===== config.mk =====
export PLATFORM = sky130hd
export DESIGN_NAME = pop_counter_bank
export DESIGN_NICKNAME = d
export VERILOG_FILES = /design/src/rtl/pop_counter_pkg.sv /design/src/rtl/pop_counter_cell.sv /design/src/rtl/pop_counter_bank.sv
export SDC_FILE = /design/constraint.sdc
export NUM_CORES = 1
export LEC_CHECK = 0
export CORE_MARGIN = 2
export CORE_UTILIZATION = 30
export CTS_CLUSTER_DIAMETER = 200
export DETAILED_ROUTE_END_ITERATION = 8
export PLACE_DENSITY = 0.57
export SLEW_MARGIN = 15
export SYNTH_ARGS = -nofsm -noshare
export SYNTH_HDL_FRONTEND = slang
export SYNTH_SLANG_ARGS = --single-unit

===== constraint.sdc =====
create_clock -name CLK -period 4.4 [get_ports CLK]
set_clock_uncertainty 0.1 [all_clocks]
set_input_delay 0.44 -clock CLK [delete_from_list [all_inputs] [get_ports CLK]]
set_output_delay 0.44 -clock CLK [all_outputs]
set_load 0.1 [all_outputs]

===== src/rtl/pop_counter_pkg.sv =====
// Shared definitions for the pop counter bank.
//   state_t   : request FSM encoding (S_READY=0, S_PEND=1)
//   DEF_*     : default channel count / counter width / index width
//   MODE_*    : overflow behaviour selectors for SAT_MODE
package pop_counter_pkg;

  typedef enum logic {
    S_READY = 1'b0,
    S_PEND  = 1'b1
  } state_t;

  localparam int DEF_NUM_CH = 5;
  localparam int DEF_CNT_W  = 5;
  localparam int DEF_IDX_W  = 3;

  localparam int MODE_WRAP  = 0;
  localparam int MODE_SAT   = 1;

endpackage


===== src/rtl/pop_counter_cell.sv =====
// Single channel pop counter with wrap/saturate overflow and sticky ovf.
//   CLK   : clock, rising edge
//   reset : async active-low reset
//   inc   : count one pop this cycle
//   clr   : serviced clear-on-read; restarts the count (keeps a same-cycle pop)
//   cnt   : current count
//   ovf   : sticky overflow flag, cleared by reset or clr
module pop_counter_cell
  import pop_counter_pkg::*;
#(
  parameter int CNT_W    = DEF_CNT_W,
  parameter int SAT_MODE = MODE_WRAP
) (
  input  logic             CLK,
  input  logic             reset,
  input  logic             inc,
  input  logic             clr,
  output logic [CNT_W-1:0] cnt,
  output logic             ovf
);

  localparam logic [CNT_W-1:0] MAX = '1;

  always_ff @(posedge CLK or negedge reset) begin
    if (!reset) begin
      cnt <= '0;
      ovf <= 1'b0;
    end else if (clr) begin
      // Counter restarts, so a coincident pop can never overflow here.
      cnt <= inc ? CNT_W'(1) : '0;
      ovf <= 1'b0;
    end else if (inc) begin
      if (cnt == MAX) begin
        ovf <= 1'b1;
        cnt <= (SAT_MODE == MODE_SAT) ? MAX : '0;
      end else begin
        cnt <= cnt + CNT_W'(1);
      end
    end
  end

endmodule


===== src/rtl/pop_counter_bank.sv =====
// Per-channel pop counter bank with a one-deep pending read request.
//   CLK   : clock, rising edge
//   reset : async active-low reset
//   pop   : per-channel pop strobes
//   req   : read request strobe, idx sampled with it
//   IDLE  : reads are serviced only while high
//   idx   : channel select
//   data  : registered count of the serviced channel (holds when valid=0)
//   valid : one-cycle qualifier per serviced request
//   err   : with valid, the serviced idx was out of range (data=0)
//   ovf   : sticky per-channel overflow flags
//   busy  : a request is pending on IDLE
module pop_counter_bank
  import pop_counter_pkg::*;
#(
  parameter int NUM_CH      = DEF_NUM_CH,
  parameter int CNT_W       = DEF_CNT_W,
  parameter int IDX_W       = DEF_IDX_W,
  parameter int SAT_MODE    = MODE_WRAP,
  parameter int CLR_ON_READ = 0
) (
  input  logic              CLK,
  input  logic              reset,
  input  logic [NUM_CH-1:0] pop,
  input  logic              req,
  input  logic              IDLE,
  input  logic [IDX_W-1:0]  idx,
  output logic [CNT_W-1:0]  data,
  output logic              valid,
  output logic              err,
  output logic [NUM_CH-1:0] ovf,
  output logic              busy
);

  state_t                        state, state_d;
  logic [IDX_W-1:0]              idx_q;
  logic                          svc, latch;
  logic [IDX_W-1:0]              svc_idx;
  logic [NUM_CH-1:0][CNT_W-1:0]  cnt;
  logic [NUM_CH-1:0]             clr;
  logic [CNT_W-1:0]              rd_val;
  logic                          hit;

  // FSM next state; decides when a read is serviced and with which index
  always_comb begin
    state_d = state;
    svc     = 1'b0;
    latch   = 1'b0;
    svc_idx = idx;
    case (state)
      S_READY: begin
        if (req && IDLE) begin
          svc = 1'b1;
        end else if (req) begin
          latch   = 1'b1;
          state_d = S_PEND;
        end
      end
      S_PEND: begin
        // req is ignored while pending: no queueing
        svc_idx = idx_q;
        if (IDLE) begin
          svc     = 1'b1;
          state_d = S_READY;
        end
      end
      default: state_d = S_READY;
    endcase
  end

  // Read mux; an index beyond NUM_CH matches nothing and returns 0
  always_comb begin
    rd_val = '0;
    hit    = 1'b0;
    for (int i = 0; i < NUM_CH; i++) begin
      if (svc_idx == IDX_W'(i)) begin
        rd_val = cnt[i];
        hit    = 1'b1;
      end
    end
  end

  genvar g;
  generate
    for (g = 0; g < NUM_CH; g++) begin : g_ch
      assign clr[g] = (CLR_ON_READ != 0) && svc && (svc_idx == IDX_W'(g));

      pop_counter_cell #(
        .CNT_W    (CNT_W),
        .SAT_MODE (SAT_MODE)
      ) u_cell (
        .CLK   (CLK),
        .reset (reset),
        .inc   (pop[g]),
        .clr   (clr[g]),
        .cnt   (cnt[g]),
        .ovf   (ovf[g])
      );
    end
  endgenerate

  always_ff @(posedge CLK or negedge reset) begin
    if (!reset) begin
      state <= S_READY;
      idx_q <= '0;
      data  <= '0;
      valid <= 1'b0;
      err   <= 1'b0;
    end else begin
      state <= state_d;
      if (latch) idx_q <= idx;
      valid <= svc;
      err   <= svc && !hit;
      // Pre-increment value: the counter updates on this same edge
      if (svc) data <= rd_val;
    end
  end

  assign busy = (state == S_PEND);

endmodule


==> summary.md, run 1 <==
| Metric | Value |
|---|---|
| Routability cong. | 0.778 |
| Fin nets | about 250 |
| Worst IR Drop VDD | 280 uV |
| Largest family of logic cells by synthesized area | compound AO/OA/AOI/OAI gates |
| Starting DRT DRC Count | 53 |
| DR WL met2 | 1.96 mm |
| Drt wl/cell | between 10 and 15 um |
| Final hold violations | 0 |
| CP endpoint kind | output port |
| Worst path slowest cell | clkdlybuf4s50_1 |
| Clock slew at reported path FFs | 0.09 ns |
| Die Y | 90.4 um |
| Post-Syn Area | 2240 um^2 |
| Worst-path fanout max | 15 |
| Routed WL | 4.39 mm |
| Final setup TNS | 0 ns |
| DRC Markers | 0 |
| Initial core utilization | 0.309 |
| HPWL after DPL | about 3.1 mm |
| Pwr/cell area | around 650 nW/um^2 |
| HP Class | in2async |
| CORE AREA | 7250 um^2 |
| WP data arrival | 2.29 ns |
| Req. time, crit path | 3.86 ns |
| Period utilization | 0.644 |
| Yosys cell types | 38 |
| PortBufs | 24 |
| Setup violations, final | 0 |
| CP max stage delay | 1.25 ns |
| Worst slew margin | 0.343 |
| Worst-Margin Slew | 0.979 ns |
| Later-pin clock latency in the skew report | 0.29 ns |
| Largest net degree at the start of global routing | 42 |
| CTS buffer count | 5 |
| Pre-Repair DR Iteration Count | 4 |
| WL met1 | 2.21 mm |
| Synth warn | 0 |
| CP Cell Sequence | clkdlybuf4s50_1 |
| Total GRT Usage | 0.115 |
| EDFF count, synth | 0 |
| Synth Area in XOR/XNOR | 0 |
| Synth Net Count | ~230 |
| Row count | 31 |
| WHS | between 0.15 and 0.2 ns |
| TritonCTS Sinks | 41 |
| Leakage | 1.16 nW |
| Area Overhead vs Synth | 16.8% |
| Status | completed |
| WP buf/inv | 1 |
| Uppermost layer routed | met4 |
| Vias in the first global route | 1,522 |
| Setup bufs post-CTS | 0 |
| Seq/Total Area, Yosys | 0.458 |
| Via density | roughly 4.8 |
| Mean post-synth cell area | 10.8 um^2 |
| DR WL met3 | 145 um |
| Antenna viol nets, final | 0 |
| Synth Register Bits | 41 |
| Number of diodes | 0 |
| Synth Area in Simple Gates | 0.138 |
| First-pass GRT wire length | 7.59 mm |
| Hold-fix buffers, CTS | 0 |
| CTS resizes | 0 |
| Synth Area in Compound Gates | 0.151 |
| Min Clock Period, post-route | 2.83 ns |
| Setup slack after layout | 1.57 ns |
| FMAX | roughly 350 MHz |
| GRT overflow | 0 |
| Post-synth ARST share | 1.00 |
| CTS tree | built |
| CP top delay family | buffers and inverters |
| Initial antenna violation count | 0 |
| Dpl ws | roughly 1.9 ns |
| Mux contribution to synthesized area | 0.137 |
| Unrepaired setup endpoints after global routing | no |
| I/O pin count | 25 |
| Total number of vias | 1,570 |
| H-tree Lvls | 2 |
| Post-Synth Adder-Cell Area | 0.0559 |
| Max cap viols | 0 |
| Die area | 8170 um^2 |
| Synth Flop Type | dfrtp_1 |
| Crit path kind | reg2out |
| Share of cells above drive strength 1 | 0.151 |
| Crit path launch type | flip-flop |
| Clock Tree Root | clkbuf_8 |
| Max-slew violations | 0 |
| Die X | 90.4 um |
| CTS max path bufs | 2 |
| Mapped Cells | 207 |
-- cells by family (layout without fill, tap and decap cells) --
| family | count (synthesis) | in the layout |
|---|---|---|
| buf+inv | 26 | 44 |
| fa+ha+maj | 10 | 10 |
| mux | 26 | 26 |
| simple gates | 53 | 53 |
| flops | 41 | 41 |
| compound gates | 51 | 51 |
-- power breakdown --
part / switching [mW] / internal, mW
Clock: 0.131 / 0.165
Combinational: 0.471 / 0.277
Sequential: 0.142 / 0.519
Total: 0.744 / 0.961
-- cell type report --
class | count | area, um^2
well taps | 99 | 124
multi-input cells | 140 | 1080
clock buffers | 5 | 68.8
inverters | 13 | 48.8
fillers | 737 | 4640
clock inverters | 2 | 35.0
flip-flops and latches | 41 | 1030
repair buffers | 24 | 235
-- routing by layer --
metal	global-route usage	vias up
li1	-	786
met1	0.158	758
met2	0.174	21
met3	0.0317	5
met4	0.0385	0
met5	0	-
-- metrics by stage --
| stage | utilization | std cells | area, um^2 | power (mW) |
|---|---|---|---|---|
| 6_report | 0.361 | 324 | 2620 | 1.71 |
| 2_1_floorplan | - | 207 | 2240 | 1.27 |
| 3_5_place_dp | 0.346 | 317 | 2510 | 1.42 |
| 3_3_place_gp | 0.346 | 317 | 2510 | 1.41 |
| 5_1_grt | 0.361 | 324 | 2620 | 1.82 |
| 4_1_cts | 0.361 | 324 | 2620 | 1.73 |
-- synthesized netlist by cell type (2+ instances only) --
| cell type | count | share of area |
|---|---|---|
| o211ai_1 | 4 | 0.013 |
| o31ai_2 | 2 | 0.011 |
| a21oi_1 | 9 | 0.020 |
| buf_6 | 2 | 0.010 |
| a21o_1 | 5 | 0.017 |
| nor3b_1 | 6 | 0.020 |
| ha_1 | 10 | 0.056 |
| mux2i_1 | 7 | 0.031 |
| a22oi_1 | 2 | 0.0067 |
| a31oi_1 | 2 | 0.0056 |
| nand3b_1 | 3 | 0.010 |
| mux2i_4 | 2 | 0.020 |
| nor3_1 | 2 | 0.0045 |
| o211a_1 | 2 | 0.0089 |
| or2_2 | 2 | 0.0056 |
| nand3_1 | 7 | 0.016 |
| mux2_2 | 17 | 0.085 |
| buf_4 | 6 | 0.020 |
| nand2b_1 | 9 | 0.025 |
| nand2_1 | 9 | 0.015 |
| clkbuf_1 | 5 | 0.0084 |
| nor2_1 | 5 | 0.0084 |
| o22ai_1 | 7 | 0.020 |
| o21ai_0 | 12 | 0.027 |
| and3_1 | 5 | 0.014 |
| inv_1 | 13 | 0.022 |
| dfrtp_1 | 41 | 0.46 |
-- worst register-to-register path, delay by kind of cell, from the launching register on --
family,cells,cell delay (ns)
AO/OA/AOI/OAI,2,0.34
flip-flops,1,0.75
multiplexers,2,0.87
-- flip-flops by register name, summed over array words and instances, names as in the netlist --
| name | flops |
|---|---|
| g_ch.u_cell.ovf | 5 |
| err | 1 |
| valid | 1 |
| data | 5 |
| g_ch.u_cell.cnt | 25 |
| busy | 1 |
| idx_q | 3 |
-- cell usage in the layout, fill, tap and decap left out, types with 7 or more instances in the layout --
cell type / Yosys / layout
dfrtp_1: 41 / 41
o21ai_0: 12 / 12
o22ai_1: 7 / 7
inv_1: 13 / 13
nand3_1: 7 / 7
nand2b_1: 9 / 9
ha_1: 10 / 10
nand2_1: 9 / 9
mux2_2: 17 / 17
a21oi_1: 9 / 9
clkdlybuf4s50_1: 0 / 23
mux2i_1: 7 / 7
-- path summary, 6_finish.rpt --
check,start,endpoint,slack [ns],cells past startpoint
setup / recovery,busy,busy,1.57,1
hold / removal,reset,g_ch[0].u_cell.cnt[0],0.18,1
setup reg to reg,busy,data[2],2.22,4
hold reg to reg,g_ch[4].u_cell.ovf,g_ch[4].u_cell.ovf,0.36,1
max in group asynchronous,reset,g_ch[0].u_cell.cnt[1],3.43,1
min in group CLK,g_ch[4].u_cell.ovf,g_ch[4].u_cell.ovf,0.36,1
(Power assumes the default switching activity.)
==> inputs of run 2 (changes only) <==
- PLACE_DENSITY: 0.57 -> 0.59
- clock period: 4.4 -> 2.3 ns (I/O delays scaled with it)
==> run 2 against run 1 <==
Against the previous run:
- highest routed layer unchanged
- worst hold slack improved by 0.12 ns
- utilization grew 0.086 points
- die area did not move
- cell count is 1.2% higher
- non-clock buffer count increased by 3
- design area up 0.24%
- largest power group unchanged
- clock power grew 110%
- total power grew 93%
==> summary.md, run 2 (synthesis gave the netlist of run 1 again) <==
| Metric | Value |
|---|---|
| Setup bufs post-CTS | 0 (unchanged) |
| Worst-Margin Slew | 0.560 ns (was 0.979 ns) |
| H-tree Lvls | 2 (unchanged) |
| HPWL after DPL | 3.26 mm (was 3.14 mm) |
| WP data arrival | 1.99 ns (was 2.29 ns) |
| Switching Share | 0.437 (was 0.436) |
| PortBufs | 24 (unchanged) |
| Max cap viols | 0 (unchanged) |
| CTS max path bufs | 2 (unchanged) |
| Worst path slowest cell | dfrtp_2 (was clkdlybuf4s50_1) |
| TritonCTS Sinks | 41 (unchanged) |
| CORE AREA | 7250 um^2 (unchanged) |
| Die X | 90.4 um (unchanged) |
| Pint | 1.85 mW (was 961 uW) |
| Reg2Reg Launch Point | busy (unchanged) |
| CTS tree | built (unchanged) |
| First-pass GRT wire length | 7.71 mm (was 7.59 mm) |
| I/O pin count | 25 (unchanged) |
| Initial antenna violation count | 0 (unchanged) |
| Switching pwr | 1.44 mW (was 744 uW) |
| Crit path kind | reg2reg (was reg2out) |
| Fin nets | 250 (was 247) |
| Worst slew margin | 0.626 (was 0.343) |
| Final setup TNS | 0 ns (unchanged) |
| Row count | 31 (unchanged) |
| Worst IR Drop VDD | 505 uV (was 280 uV) |
| Final hold violations | 0 (unchanged) |
| Clock slew at reported path FFs | 0.08 ns (was 0.09 ns) |
| Period utilization | 0.825 |
| Starting DRT DRC Count | 85 (was 53) |
| Pwr/cell area | 1260 nW/um^2 (was 652 nW/um^2) |
| CTS resizes | 0 (unchanged) |
| CP max stage delay | 0.59 ns (was 1.25 ns) |
| Commonest non-fill, non-tap cells in the layout | dfrtp_1 (40), mux2_2 (17), buf_4 (15), inv_1 (13), o21ai_0 (12) (was dfrtp_1 (41), clkdlybuf4s50_1 (23), mux2_2 (17), inv_1 (13), o21ai_0 (12)) |
| Biggest register | g_ch.u_cell.cnt (unchanged) |
| Min Clock Period, post-route | ~1.9 ns |
| Seq pwr share | 0.389 (was 0.388) |
| FMAX | ~530 MHz |
| Clock Tree Root | clkbuf_8 (unchanged) |
| Vias in the first global route | 1,533 (was 1,522) |
| Area Overhead vs Synth | 17.1% (was 16.8%) |
| Antenna viol nets, final | 0 (unchanged) |
| Setup violations, final | 0 (unchanged) |
| Req. time, crit path | 2.39 ns (was 3.86 ns) |
| Reg area | 1030 um^2 (about the same) |
| Die area | 8170 um^2 (unchanged) |
| DRC Markers | 0 (unchanged) |
| Crit path launch type | flip-flop (unchanged) |
| Largest net degree at the start of global routing | 24 (was 42) |
| Status | completed (unchanged) |
| CP Cell Sequence | mux2i_1, and3_2, a22oi_1, a221oi_1 (was clkdlybuf4s50_1) |
| FILL cells | 714 (was 737) |
| Count of non-filler cells in the finished layout | 328 (was 324) |
| Routability cong. | 0.830 (was 0.778) |
| Pre-Repair DR Iteration Count | 4 (unchanged) |
| GRT overflow | 0 (unchanged) |
| Commonest non-fill, non-tap cell in the layout | dfrtp_1 (unchanged) |
| Combinational fraction of design power | 0.427 (was 0.438) |
| CTS buffer count | 5 (unchanged) |
| Unrepaired setup endpoints after global routing | no (unchanged) |
| Clk pwr share | 0.185 (was 0.174) |
| Drt wl/cell | 13.6 um (was 13.5 um) |
| CP endpoint kind | flip-flop (was output port) |
| Leakage | 1.19 nW (was 1.16 nW) |
| Total GRT Usage | 0.118 (was 0.115) |
| Routed WL | 4.46 mm (was 4.39 mm) |
| Top Registers | g_ch.u_cell.cnt: 25 flops, data: 5 flops, g_ch.u_cell.ovf: 5 flops (unchanged) |
| Initial core utilization | 0.309 (unchanged) |
| Worst setup path start | busy (unchanged) |
| Worst-path fanout max | 15 (unchanged) |
| Later-pin clock latency in the skew report | 0.29 ns (about the same) |
| Total number of vias | 1,578 (was 1,570) |
| Max-slew violations | 0 (unchanged) |
| Number of flip-flops in the largest register | 25 (unchanged) |
| HP Class | in2async (unchanged) |
| Area of the multi-input gates | 1080 um^2 (unchanged) |
| Number of diodes | 0 (unchanged) |
| Share of cells above drive strength 1 | 0.218 (was 0.151) |
| Inst Count DP | 319 (was 317) |
| Via density | 4.81 (was 4.85) |
| Die Y | 90.4 um (unchanged) |
==> run 2: final cells by class <==
| cell class | count | area share |
|---|---|---|
| inverter | 13 | 0.0186 |
| tap | 99 | 0.0472 |
| clock buffer | 7 | 0.0329 |
| multi-input combinational | 140 | 0.411 |
| clock inverter | 1 | 0.0115 |
| sequential | 41 | 0.392 |
| timing repair buffer | 27 | 0.0868 |
==> run 2: worst paths after layout <==
check	to	slack (ns)	cells past startpoint
max	data[4]	0.40	4
min	busy	0.31	2
max reg2reg	data[4]	0.40	4
min reg2reg	g_ch[4].u_cell.ovf	0.36	1
max in group asynchronous	g_ch[0].u_cell.cnt[2]	1.11	3
min in group CLK	g_ch[4].u_cell.ovf	0.36	1
==> run 2: routing by layer <==
| metal | vias to the layer above | part of all wire | global-route usage |
|---|---|---|---|
| met5 | - | 0 | 0 |
| met4 | 0 | 0.014 | 0.0385 |
| li1 | 788 | - | - |
| met3 | 6 | 0.036 | 0.0317 |
| met2 | 25 | 0.46 | 0.183 |
| met1 | 759 | 0.49 | 0.160 |
==> run 2: metrics by stage <==
step	utilization	total power, mW	area (um^2)	hold slack [ns]	setup slack, ns
final	0.362	3.30	2620	0.307	0.403
after global routing	0.362	3.53	2620	0.348	0.238
after CTS	0.362	3.33	2620	0.324	0.402
after detailed placement	0.344	2.71	2500	0.117	0.323
after global placement	0.344	2.68	2500	0.104	0.393
after floorplan	-	2.42	2240	-0.166	0.275
==> run 2: repair_timing <==
action | 4_1_cts | 5_1_grt
endpoints found under the hold margin | 18 | 0
endpoints found under the setup margin | 0 | 0
hold buffers | 1 | 0
==> run 2: power groups by stage <==
stage | Clock (mW) | Sequential (mW) | Combinational (mW)
2_1_floorplan | 0 | 1.40 | 1.02
3_3_place_gp | 0 | 1.29 | 1.39
3_5_place_dp | 0 | 1.30 | 1.41
4_1_cts | 0.626 | 1.29 | 1.42
5_1_grt | 0.659 | 1.33 | 1.54
6_report | 0.608 | 1.28 | 1.41
==> run 2: worst max-delay path: cells and delay by family (launching register included) <==
family	cells	cell delay (ns)
flip-flops	1	0.59
multiplexers	1	0.47
AO/OA/AOI/OAI	2	0.37
AND/OR/NAND/NOR	1	0.26
